### config.mk
export PLATFORM = sky130hd
export DESIGN_NAME = seq_mult
export DESIGN_NICKNAME = d
export VERILOG_FILES = /design/src/rtl/seq_mult.sv
export SDC_FILE = /design/constraint.sdc
export NUM_CORES = 1
export LEC_CHECK = 0
export ABC_AREA = 1
export CORE_AREA = 3 3 235 237
export DETAILED_ROUTE_END_ITERATION = 7
export DIE_AREA = 0 0 238 240
export GPL_TIMING_DRIVEN = 0
export PLACE_DENSITY = 0.62
export SLEW_MARGIN = 20
export SYNTH_ARGS = -nofsm -noshare
export SYNTH_HDL_FRONTEND = slang
export SYNTH_SLANG_ARGS = --single-unit
### constraint.sdc
create_clock -name clk -period 2.8 [get_ports clk]
set_input_delay 0.56 -clock clk [delete_from_list [all_inputs] [get_ports clk]]
set_output_delay 0.56 -clock clk [all_outputs]
set_load 0.02 [all_outputs]
### src/rtl/seq_mult.sv
// Iterative shift-add multiplier, BPC multiplier bits per cycle, signed/unsigned per op.
// Optional early termination on an exhausted multiplier: define SEQ_MULT_EARLY_TERM_EN.
module seq_mult #(
  parameter int SZ  = 32,
  parameter int BPC = 1
) (
  input  logic            clk,
  input  logic            _rst,
  input  logic [SZ-1:0]   a,
  input  logic [SZ-1:0]   b,
  input  logic            sgn,
  input  logic            start,
  output logic [2*SZ-1:0] res,
  output logic            ready,
  output logic            busy
);

  localparam int K  = SZ / BPC;
  localparam int CW = $clog2(K + 1);

  typedef enum logic [1:0] {
    S_IDLE,
    S_CALC,
    S_FIX
  } state_t;

  state_t          state_q, state_d;
  logic [2*SZ-1:0] areg_q, areg_d;
  logic [SZ-1:0]   mreg_q, mreg_d;
  logic [2*SZ-1:0] acc_q, acc_d;
  logic [CW-1:0]   cnt_q, cnt_d;
  logic            neg_q, neg_d;
  logic [2*SZ-1:0] res_q, res_d;
  logic            ready_q, ready_d;
  logic            busy_q, busy_d;

  logic [SZ-1:0]   a_abs, b_abs;
  logic [2*SZ-1:0] pp;
  logic            last_iter;
  logic            m_zero, m_next_zero;

  always_comb begin
    a_abs     = (sgn && a[SZ-1]) ? (~a + SZ'(1)) : a;
    b_abs     = (sgn && b[SZ-1]) ? (~b + SZ'(1)) : b;
    pp        = areg_q * {{(2*SZ-BPC){1'b0}}, mreg_q[BPC-1:0]};
    last_iter = (cnt_q == CW'(K - 1));
`ifdef SEQ_MULT_EARLY_TERM_EN
    // Skip remaining iterations once no multiplier bits are left to retire.
    m_zero      = (mreg_q == '0);
    m_next_zero = (mreg_q[SZ-1:BPC] == '0);
`else
    m_zero      = 1'b0;
    m_next_zero = 1'b0;
`endif
  end

  always_comb begin
    state_d = state_q;
    areg_d  = areg_q;
    mreg_d  = mreg_q;
    acc_d   = acc_q;
    cnt_d   = cnt_q;
    neg_d   = neg_q;
    res_d   = res_q;
    ready_d = ready_q;
    busy_d  = busy_q;
    case (state_q)
      S_IDLE: begin
        if (start) begin
          areg_d  = {{SZ{1'b0}}, a_abs};
          mreg_d  = b_abs;
          neg_d   = sgn & (a[SZ-1] ^ b[SZ-1]);
          acc_d   = '0;
          cnt_d   = '0;
          ready_d = 1'b0;
          busy_d  = 1'b1;
          state_d = S_CALC;
        end
      end
      S_CALC: begin
        if (!m_zero) begin
          acc_d  = acc_q + pp;
          areg_d = areg_q << BPC;
          mreg_d = mreg_q >> BPC;
          cnt_d  = cnt_q + CW'(1);
        end
        if (m_zero || m_next_zero || last_iter) state_d = S_FIX;
      end
      S_FIX: begin
        res_d   = neg_q ? (~acc_q + (2*SZ)'(1)) : acc_q;
        ready_d = 1'b1;
        busy_d  = 1'b0;
        state_d = S_IDLE;
      end
      default: state_d = S_IDLE;
    endcase
  end

  always_ff @(posedge clk) begin
    if (_rst) begin
      state_q <= S_IDLE;
      areg_q  <= '0;
      mreg_q  <= '0;
      acc_q   <= '0;
      cnt_q   <= '0;
      neg_q   <= 1'b0;
      res_q   <= '0;
      ready_q <= 1'b0;
      busy_q  <= 1'b0;
    end else begin
      state_q <= state_d;
      areg_q  <= areg_d;
      mreg_q  <= mreg_d;
      acc_q   <= acc_d;
      cnt_q   <= cnt_d;
      neg_q   <= neg_d;
      res_q   <= res_d;
      ready_q <= ready_d;
      busy_q  <= busy_d;
    end
  end

  assign res   = res_q;
  assign ready = ready_q;
  assign busy  = busy_q;

endmodule
==> impl_metrics.csv <==
group,metric,value,unit
global_routing,grt_pass1_wl,107,mm
sta,timing.fmax,0.368,GHz
power,p_per_area,392,nW/um2
place,io_buffers,132,
synthesis,ys_ff_latch,235,
run_status,outcome,"finished, final reports clean",
sta,slew_violations,0,
synthesis,synth_top_area_cell,"dfxtp_1",
setup_path,cp_max_fo,10,
sta,setup_violations,0,
synthesis,netlist-cell-type-count,51,
routing,drcViolationCount,0,
layout,drive_gt1_share,7.03,%
power,p_int,0.00624,W
synthesis,synth_top_cells_by_count,"1052 x nand2_1, 539 x inv_1, 339 x nor2_1, 235 x dfxtp_1, 217 x nand3_1",
clock_network,cts.reportedPaths.clkPinSlew,70,ps
global_routing,grt_pass1_vias,19100,
routing,routedWlPerCell,16.9,um
synthesis,synth.area.top_cells,"dfxtp_1 25%, nand2_1 21%, inv_1 11%",
sta,period_share,97.2,%
sta,worst_slew_margin_rel,30.4,%
layout,final_util,41.3,%
sta,fin_ws,79.5,ps
synthesis,synth_top_area_share,25.4,%
layout,antenna_cells,0,
sta,skew,15.6,ps
setup_path,arrival,3230,ps
clock_network,cts.sinks,235,
setup_path,reg2reg_slack,80,ps
die,die_w,238,um
setup_path,reg2reg_to,"acc_q[43]$_SDFFE_PP0P_",
synthesis,yosysSeqAreaShare,25.4,%
clock_network,cts_tree,"yes",
die,fp.coreArea,53500,um2
power,irDropWorstVdd,0.416,mV
routing,finalWirelength,69.7,mm
power,p_seq_share,40.4,%
die,start_util,34.6,%
sta,worst_pin_slew,1040,ps
setup_path,startpoint,"state_q[0]$_SDFFE_PP0P_",
global_routing,grt_use_total,24.0,%
routing,ant_nets,0,
setup_path,crit_path_end,"acc_q[43]$_SDFFE_PP0P_",
routing,dr_total_vias,20500,
sta,min_period,2720,ps
power,power_frac_clock,46.3,%
die,rows,85,
global_routing,grt-busiest-layer,"met2",
synthesis,async_flop_share,0,%
sta,rsz0062_at_grt,"true",
power,switching_share,28.0,%
clock_network,htree_levels,1,
global_routing,grtUsageMet1,32.4,%
setup_path,cp-start-kind,"flip-flop",
layout,area_growth,19.2,%
global_routing,grtUsageMet2,40.1,%
global_routing,antenna_found_initial,1,
clock_network,cts.path.max_buffers,3,
setup_path,cp.required,3310,ps
routing,drtPass1Iterations,5,
synthesis,syn_area_per_cell,5.72,um2
global_routing,grt_max_degree,16,
place,gp_congestion,1.01,
sta,hold_viol_final,0,
clock_network,numCtsBuffers,29,
synthesis,yosys_warnings,0,
flow_run,maxCapViolCount,0,
synthesis,synth_edf_count,0,
die,die_h,240,um
routing,drt_iter0_drc,1691,
layout,stdcell_area,22100,um2
clock_network,insertion_delay,590,ps
setup_path,reg2reg_depth,6,
power,power_frac_comb,13.3,%
synthesis,syn_inst,3239,
die,num_io_pins,134,
clock_network,hold_buffers,0,
die,die-area,57100,um2
synthesis,synth.most_common_cell,"nand2_1",
place,place_hpwl,57.4,mm
setup_path,end_kind,"flip-flop",
place,placed_cell_area,20700,um2
synthesis,syn-cell-area,18500,um2
layout,fin_nets,3540,
global_routing,grt_overflow_total,0,
power,p_sw,0.00243,W
setup_path,r2r_start,"state_q[0]$_SDFFE_PP0P_",
routing,via_per_inst,4.97,
hold_path,hp-class,"flip-flop to flip-flop",
power,p_leak,11.4,nW
synthesis,syn_nets,3375,
clock_network,cts_root_buffer,"clkbuf_16",
global_routing,gr-usage-met3,1.85,%
setup_path,critical_path_class,"flip-flop to flip-flop",
layout,fillers,5929,
place,post-place-ws,-1070,ps
synthesis,synth_top_flop_cell,"dfxtp_1",
stage by stage:
stage	setup TNS [ps]	cells	hold WS [ps]	power, W
floorplan	0	3239	445	0.00423
global placement	-35580	4067	469	0.00470
detailed placement	-37890	4067	472	0.00470
CTS	0	4121	480	0.00872
global route	-28.4	4122	506	0.00897
finish	0	4122	476	0.00867
critical path: stages, from the launching register on:
cell      delay [ps]
dfxtp_1          310
inv_1             60
nor2_2           480
buf_2            480
clkbuf_1         760
nand3_1          330
a21oi_1          200
how the worst min path moves through the flow:
stage,start,end,cells after the start
2_1_floorplan,mreg_q[31]$_SDFFE_PP0P_,mreg_q[31]$_SDFFE_PP0P_,2
3_3_place_gp,mreg_q[31]$_SDFFE_PP0P_,mreg_q[31]$_SDFFE_PP0P_,2
3_5_place_dp,mreg_q[31]$_SDFFE_PP0P_,mreg_q[31]$_SDFFE_PP0P_,2
4_1_cts,mreg_q[31]$_SDFFE_PP0P_,mreg_q[31]$_SDFFE_PP0P_,2
5_1_grt,mreg_q[11]$_SDFFE_PP0P_,mreg_q[11]$_SDFFE_PP0P_,2
6_report,mreg_q[31]$_SDFFE_PP0P_,mreg_q[31]$_SDFFE_PP0P_,2
cell usage in the layout, fill, tap and decap left out, types with 9 or more instances in the layout:
master	instances
a21oi_1	208
a22oi_1	63
a31oi_1	33
buf_2	17
clkbuf_1	76
clkbuf_16	29
clkdlybuf4s50_1	132
dfxtp_1	234
ha_1	58
inv_1	539
inv_2	13
nand2_1	1028
nand2_2	31
nand3_1	205
nand3_2	17
nand3b_1	9
nand4_1	25
nor2_1	320
nor2_2	32
nor2_4	13
nor3_1	31
o211ai_1	15
o21ai_0	99
o21ai_1	24
o221ai_1	9
or2_2	17
xor2_1	34
flip-flops by register name, summed over array words and instances (netlist names):
signal / count
ready: 1
cnt_q: 6
state_q: 2
neg_q: 1
busy: 1
areg_q: 64
acc_q: 64
mreg_q: 32
res: 64
what timing repair did:
item | CTS | global route
setup endpoints to repair | 60 | 40
pin swaps | 0 | 3
gates cloned | 0 | 0
setup buffers | 2 | 1
resized for setup | 20 | 83
layout make-up:
type | instances | area (um2) | area share, %
plain buffers | 101 | 440 | 1.99
clock buffers | 41 | 831 | 3.76
clock inverters | 12 | 183 | 0.827
inverters | 554 | 2080 | 9.42
multi-input cells | 2348 | 11600 | 52.6
flip-flops and latches | 235 | 4710 | 21.3
well taps | 696 | 871 | 3.94
repair buffers | 135 | 1360 | 6.14
logic make-up (layout without fill, tap and decap cells):
family / count (synthesis) / count (layout) / synth area share, %
AND/OR/NAND/NOR: 1760 / 1760 / 39.8
buffers and inverters: 656 / 843 / 13.5
AO/OA/AOI/OAI: 479 / 479 / 14.7
flip-flops: 235 / 235 / 25.4
adder cells (fa/ha/maj): 68 / 68 / 4.63
XOR/XNOR: 41 / 41 / 1.94
per-layer routing:
metal | share of wire, % | up-vias
li1 | - | 10600
met5 | 0 | -
met1 | 46 | 9178
met2 | 45 | 604
met3 | 5.4 | 130
met4 | 3.8 | 0
power by group through the flow:
stage	logic [W]	registers, W	clock network, W
2_1_floorplan	0.000681	0.00355	0
5_1_grt	0.00126	0.00351	0.00420
3_5_place_dp	0.00113	0.00357	0
6_report	0.00115	0.00350	0.00401
4_1_cts	0.00114	0.00350	0.00408
3_3_place_gp	0.00113	0.00357	0
No activity file was read; power rests on OpenSTA's default activity.
